==> src/rtl/vis_pkg.sv <==
// Shared helpers for the visibility accumulator and readout stages:
// index-width math and representable limits for an OBITS-wide sum.
package vis_pkg;

  function automatic int clog2(input int n);
    int r;
    r = 0;
    for (int i = 0; i < 32; i++) begin
      if ((1 << r) < n) r++;
    end
    return r;
  endfunction

  // Channel-index width; a degenerate single-channel case still needs one bit.
  function automatic int abits(input int nsums);
    return (nsums < 2) ? 1 : clog2(nsums);
  endfunction

  function automatic longint lim_max(input int obits, input bit is_signed);
    return is_signed ? (longint'(1) << (obits - 1)) - 1 : (longint'(1) << obits) - 1;
  endfunction

  function automatic longint lim_min(input int obits, input bit is_signed);
    return is_signed ? -(longint'(1) << (obits - 1)) : longint'(0);
  endfunction

endpackage

==> src/rtl/vissat.sv <==
// Combinational (OBITS+1)-bit to OBITS-bit range reduction: clamp or wrap,
// with a flag raised whenever the input lies outside the OBITS range.
module vissat
  import vis_pkg::*;
#(
  parameter int unsigned OBITS    = 8,
  parameter bit          SIGNED   = 1'b0,
  parameter bit          SATURATE = 1'b1
) (
  input  logic [OBITS:0]   i_sum,
  output logic [OBITS-1:0] o_data,
  output logic             o_ovf
);

  localparam logic [OBITS-1:0] MAX_V = OBITS'(lim_max(OBITS, SIGNED));
  localparam logic [OBITS-1:0] MIN_V = OBITS'(lim_min(OBITS, SIGNED));

  // Signed: out of range when the two top bits disagree, and the extra bit
  // then gives the direction. Unsigned: only an upward carry is possible.
  always_comb begin
    o_ovf  = SIGNED ? (i_sum[OBITS] != i_sum[OBITS-1]) : i_sum[OBITS];
    o_data = i_sum[OBITS-1:0];
    if (o_ovf && SATURATE) begin
      o_data = (SIGNED && i_sum[OBITS]) ? MIN_V : MAX_V;
    end
  end

endmodule

==> src/rtl/visaccum_sat.sv <==
// Frame accumulator for NSUMS interleaved visibility channels: per-channel
// sums with sticky overflow, each last-block result emitted two cycles later.
module visaccum_sat
  import vis_pkg::*;
#(
  parameter int unsigned IBITS    = 5,
  parameter int unsigned OBITS    = 8,
  parameter int unsigned NSUMS    = 4,
  parameter bit          SIGNED   = 1'b0,
  parameter bit          SATURATE = 1'b1
) (
  input  logic             clock,
  input  logic             reset,
  input  logic             valid_i,
  input  logic             first_i,
  input  logic             last_i,
  input  logic [IBITS-1:0] data_i,
  output logic             valid_o,
  output logic             first_o,
  output logic             last_o,
  output logic [OBITS-1:0] data_o,
  output logic             ovf_o
);

  localparam int ABITS = abits(NSUMS);
  localparam logic [ABITS-1:0] LAST_SEL = ABITS'(NSUMS - 1);

  typedef struct packed {
    logic             valid;
    logic             first;
    logic             last;
    logic             ovf;
    logic [OBITS-1:0] data;
  } beat_t;

  logic [ABITS-1:0] r_sel;
  logic             r_prev_first;
  logic [OBITS-1:0] r_acc [NSUMS];
  logic [NSUMS-1:0] r_ovf;
  beat_t            r_p1, r_p2;

  logic [ABITS-1:0] w_sel;
  logic [OBITS:0]   w_ext_data, w_ext_acc, w_sum;
  logic [OBITS-1:0] w_sat, w_new_acc;
  logic             w_sat_ovf, w_new_ovf;
  beat_t            w_p0;

  // NOTE: always_comb assigns every output first so no path can infer a latch.
  always_comb begin
    w_sel      = (first_i && !r_prev_first) ? '0 : r_sel;
    w_ext_data = {{(OBITS + 1 - IBITS){SIGNED && data_i[IBITS-1]}}, data_i};
    w_ext_acc  = {SIGNED && r_acc[w_sel][OBITS-1], r_acc[w_sel]};
    w_sum      = w_ext_acc + w_ext_data;
    w_new_acc  = first_i ? w_ext_data[OBITS-1:0] : w_sat;
    w_new_ovf  = first_i ? 1'b0 : (r_ovf[w_sel] | w_sat_ovf);
    w_p0       = '0;
    if (valid_i && last_i) begin
      w_p0.valid = 1'b1;
      w_p0.first = (w_sel == '0);
      w_p0.last  = (w_sel == LAST_SEL);
      w_p0.ovf   = w_new_ovf;
      w_p0.data  = w_new_acc;
    end
  end

  vissat #(
    .OBITS    (OBITS),
    .SIGNED   (SIGNED),
    .SATURATE (SATURATE)
  ) u_vissat (
    .i_sum  (w_sum),
    .o_data (w_sat),
    .o_ovf  (w_sat_ovf)
  );

  // NOTE: state uses non-blocking assignments so every register samples pre-edge values.
  always_ff @(posedge clock) begin
    if (reset) begin
      r_sel        <= '0;
      r_prev_first <= 1'b0;
      r_ovf        <= '0;
      r_p1         <= '0;
      r_p2         <= '0;
    end else begin
      r_p1 <= w_p0;
      r_p2 <= r_p1;
      if (valid_i) begin
        r_sel        <= w_sel + 1'b1;
        r_prev_first <= first_i;
        r_ovf[w_sel] <= w_new_ovf;
      end
    end
  end

  // NOTE: the sum array is not reset; every frame loads it on its first block.
  always_ff @(posedge clock) begin
    if (valid_i) r_acc[w_sel] <= w_new_acc;
  end

  assign valid_o = r_p2.valid;
  assign first_o = r_p2.first;
  assign last_o  = r_p2.last;
  assign ovf_o   = r_p2.ovf;
  assign data_o  = r_p2.data;

endmodule
==> config.mk <==
export PLATFORM = sky130hd
export DESIGN_NAME = visaccum_sat
export DESIGN_NICKNAME = d
export VERILOG_FILES = /design/src/rtl/vis_pkg.sv /design/src/rtl/vissat.sv /design/src/rtl/visaccum_sat.sv
export SDC_FILE = /design/constraint.sdc
export NUM_CORES = 1
export LEC_CHECK = 0
export ABC_AREA = 0
export CAP_MARGIN = 20
export CORE_MARGIN = 2
export CORE_UTILIZATION = 60
export CTS_CLUSTER_SIZE = 28
export DETAILED_ROUTE_END_ITERATION = 8
export PLACE_DENSITY = 0.9
export SLEW_MARGIN = 20
export SYNTH_ARGS = -nofsm -noshare
export SYNTH_HDL_FRONTEND = slang
export SYNTH_SLANG_ARGS = --single-unit
==> constraint.sdc <==
create_clock -name clock -period 9.07 [get_ports clock]
set_clock_uncertainty 0.05 [all_clocks]
set_input_delay 2.721 -clock clock [delete_from_list [all_inputs] [get_ports clock]]
set_output_delay 2.721 -clock clock [all_outputs]
set_load 0.05 [all_outputs]
==> impl_metrics.env <==
export IMPL_grt_usage_pct=22.12
export IMPL_yosysSeqAreaShare_pct=57.04
export IMPL_wire_per_inst_um=17.46
export IMPL_vias=1739
export IMPL_area_growth_pct=14.71
export IMPL_core_area_um2=4414
export IMPL_clk_latency_ns=0.35
export IMPL_cts_repair_resized=0
export IMPL_netlist_instances=219
export IMPL_end_kind="register"
export IMPL_initialDrtViolationCount=122
export IMPL_postLayoutCoreUtil_pct=72.05
export IMPL_cp_max_fo=19
export IMPL_finalHoldViolations=0
export IMPL_path_clk_slew_ns=0.06
export IMPL_avgSynthCellArea_um2=12.66
export IMPL_fin_tns_setup_ns=0
export IMPL_final_max_slew_viol_count=0
export IMPL_vdd_drop_max_mv=0.1491
export IMPL_cts_max_level=3
export IMPL_drt_pass1_iter_count=4
export IMPL_synth_cell_types=41
export IMPL_io_pins=22
export IMPL_antenna_cells=0
export IMPL_final_cell_mix="edfxtp_1, dfxtp_1, clkdlybuf4s50_1"
export IMPL_leakage_nw=1.110
export IMPL_wl_um=5152
export IMPL_grt_overflow=0
export IMPL_cts_buffers=9
export IMPL_clock_fmax_ghz=0.1393
export IMPL_drive_above_1_share_pct=13.58
export IMPL_gp_congestion=0.8334
export IMPL_die_h_um=71.98
export IMPL_nNetsFinal=259
export IMPL_synth_fp_nets=240
export IMPL_start_kind="primary input"
export IMPL_post_route_min_period_ns=7.178
export IMPL_ys_flop_type="edfxtp_1"
export IMPL_cts_tree="built"
export IMPL_min_period_over_period_pct=79.14
export IMPL_slew_headroom_pct=44.46
export IMPL_cts_setup_buffers=0
export IMPL_rsz0062_at_grt="false"
export IMPL_postCtsHoldBufs=0
export IMPL_die_w_um=71.98
export IMPL_ys_ff_latch=63
export IMPL_synth_area_um2=2773
export IMPL_hold_slack_ns=0.3876
export IMPL_nFillCells=312
export IMPL_worst_slew_pin_slew_ns=0.8319
export IMPL_status="complete, no violations"
export IMPL_cts_root_buffer="clkbuf_8"
export IMPL_yosysWarnings=0
export IMPL_rows=24
export IMPL_path_class="primary input to register"
export IMPL_clock_sinks=63
export IMPL_required_ns=9.14
export IMPL_dieArea_um2=5181
export IMPL_power_density_nw_per_um2=208.7
export IMPL_final_common_cell="edfxtp_1"
export IMPL_vias_per_cell=5.895
export IMPL_hpwl_um=3602
export IMPL_hold_path_class="register to register"
export IMPL_finalSetupViolations=0
export IMPL_grt_pass1_vias=1724
export IMPL_clockBufferDepth=2
export IMPL_post_place_ws_ns=1.633
export IMPL_max_cap_viol_count=0
export IMPL_arrival_ns=7.24
export IMPL_port_buffers=21
export IMPL_antenna_left=0
export IMPL_synth_async_reset_ratio_pct=0
export IMPL_drcViolationCount=0
export IMPL_final_setup_worst_slack_ns=1.892
export IMPL_synth_edff_count=32
export IMPL_grt_max_degree=21
export IMPL_grt_first_pass_wirelength_um=8245
export IMPL_antenna_found_initial=0
export IMPL_initial_core_util_pct=62.81
[final timing paths]
check                           cells after the start      from  slack, ns          end
worst min register to register                      1   r_p1[8]       0.39        ovf_o
worst min-delay path                                1   r_p1[8]       0.39        ovf_o
worst max-delay path                               14   first_i       1.89  r_acc[0][1]
worst max register to register                     13  r_sel[0]       4.51  r_acc[0][1]
[worst max-delay path: stages]
cell,delay (ns)
clkdlybuf4s50_1,0.93
nand2b_4,0.25
and2_1,0.45
nor2_1,0.38
a32oi_1,0.09
o21ai_1,0.16
ha_1,0.19
inv_1,0.05
fa_1,0.39
nand2b_1,0.19
a21oi_1,0.19
nor2_1,0.13
or4_1,0.72
a31oi_1,0.40
[state kept, by name, indices dropped and copies added (netlist names)]
signal,flops
r_p1,12
valid_o,1
r_ovf,4
ovf_o,1
r_prev_first,1
data_o,8
r_sel,2
r_acc,32
first_o,1
last_o,1
[cell type report]
| class | instances | area [um2] | share of cell area, % |
|---|---|---|---|
| clock buffer | 14 | 195.2 | 6.137 |
| clock inverter | 2 | 10.01 | 0.3147 |
| inverter | 8 | 30.03 | 0.9441 |
| multi-input combinational | 135 | 1089 | 34.22 |
| sequential | 63 | 1582 | 49.72 |
| tap | 52 | 65.06 | 2.046 |
| timing repair buffer | 21 | 210.2 | 6.609 |
[report_power, final]
part           switching (W)  total [W]  internal (W)  leakage, nW
clock network       0.000101   0.000240      0.000139        0.107
logic              0.0000614   0.000100     0.0000387        0.457
registers         0.00000672   0.000323      0.000317        0.547
[metrics by stage]
| stage | cells | total power, W | cell area, um2 |
|---|---|---|---|
| floorplan | 219 | 0.0004041 | 2773 |
| global placement | 279 | 0.0004239 | 2975 |
| detailed placement | 279 | 0.0004277 | 2975 |
| CTS | 295 | 0.0006671 | 3181 |
| global route | 295 | 0.0006907 | 3181 |
| finish | 295 | 0.0006638 | 3181 |
[layer usage]
| layer | GRT usage (%) | vias to the layer above | wire, um |
|---|---|---|---|
| li1 | - | 853 | - |
| met1 | 26.47 | 820 | 2231 |
| met2 | 35.29 | 53 | 2416 |
| met3 | 9.167 | 13 | 366 |
| met4 | 9.644 | 0 | 138 |
| met5 | 0 | - | 0 |
[Yosys cell counts (2+ instances only)]
cell	count	share of area, %
a31oi_4	2	1.5
nor2_1	13	1.8
a21oi_1	5	0.90
xnor2_1	3	0.95
inv_1	4	0.54
and2_1	8	1.8
buf_2	4	0.72
o221ai_2	3	1.6
nand2_1	5	0.68
clkbuf_1	5	0.68
a32oi_1	5	1.6
inv_2	4	0.54
nor2b_1	12	2.7
nand3_1	2	0.36
buf_4	3	0.81
a211oi_1	3	0.81
o31a_1	5	1.6
dfxtp_1	31	22
o21ai_1	5	0.90
edfxtp_1	32	35
o311a_1	5	1.8
mux2i_1	14	5.1
a31oi_1	3	0.68
nor3_1	4	0.72
o21ai_0	4	0.72
a311oi_2	4	2.2
ha_1	10	4.5
nand2b_1	6	1.4
o21a_1	3	0.81
[cell families after synthesis]
group,count (synthesis),synth area share (%)
and+or+nand+nor,56,11.51
AOI/OAI and AO/OA,50,16.11
xor gates and xnor gates,3,0.9478
adders and majority gates,11,5.235
buffers and inverters,21,3.700
muxes,15,5.460
DFF,63,57.04
(Power assumes the default switching activity.)
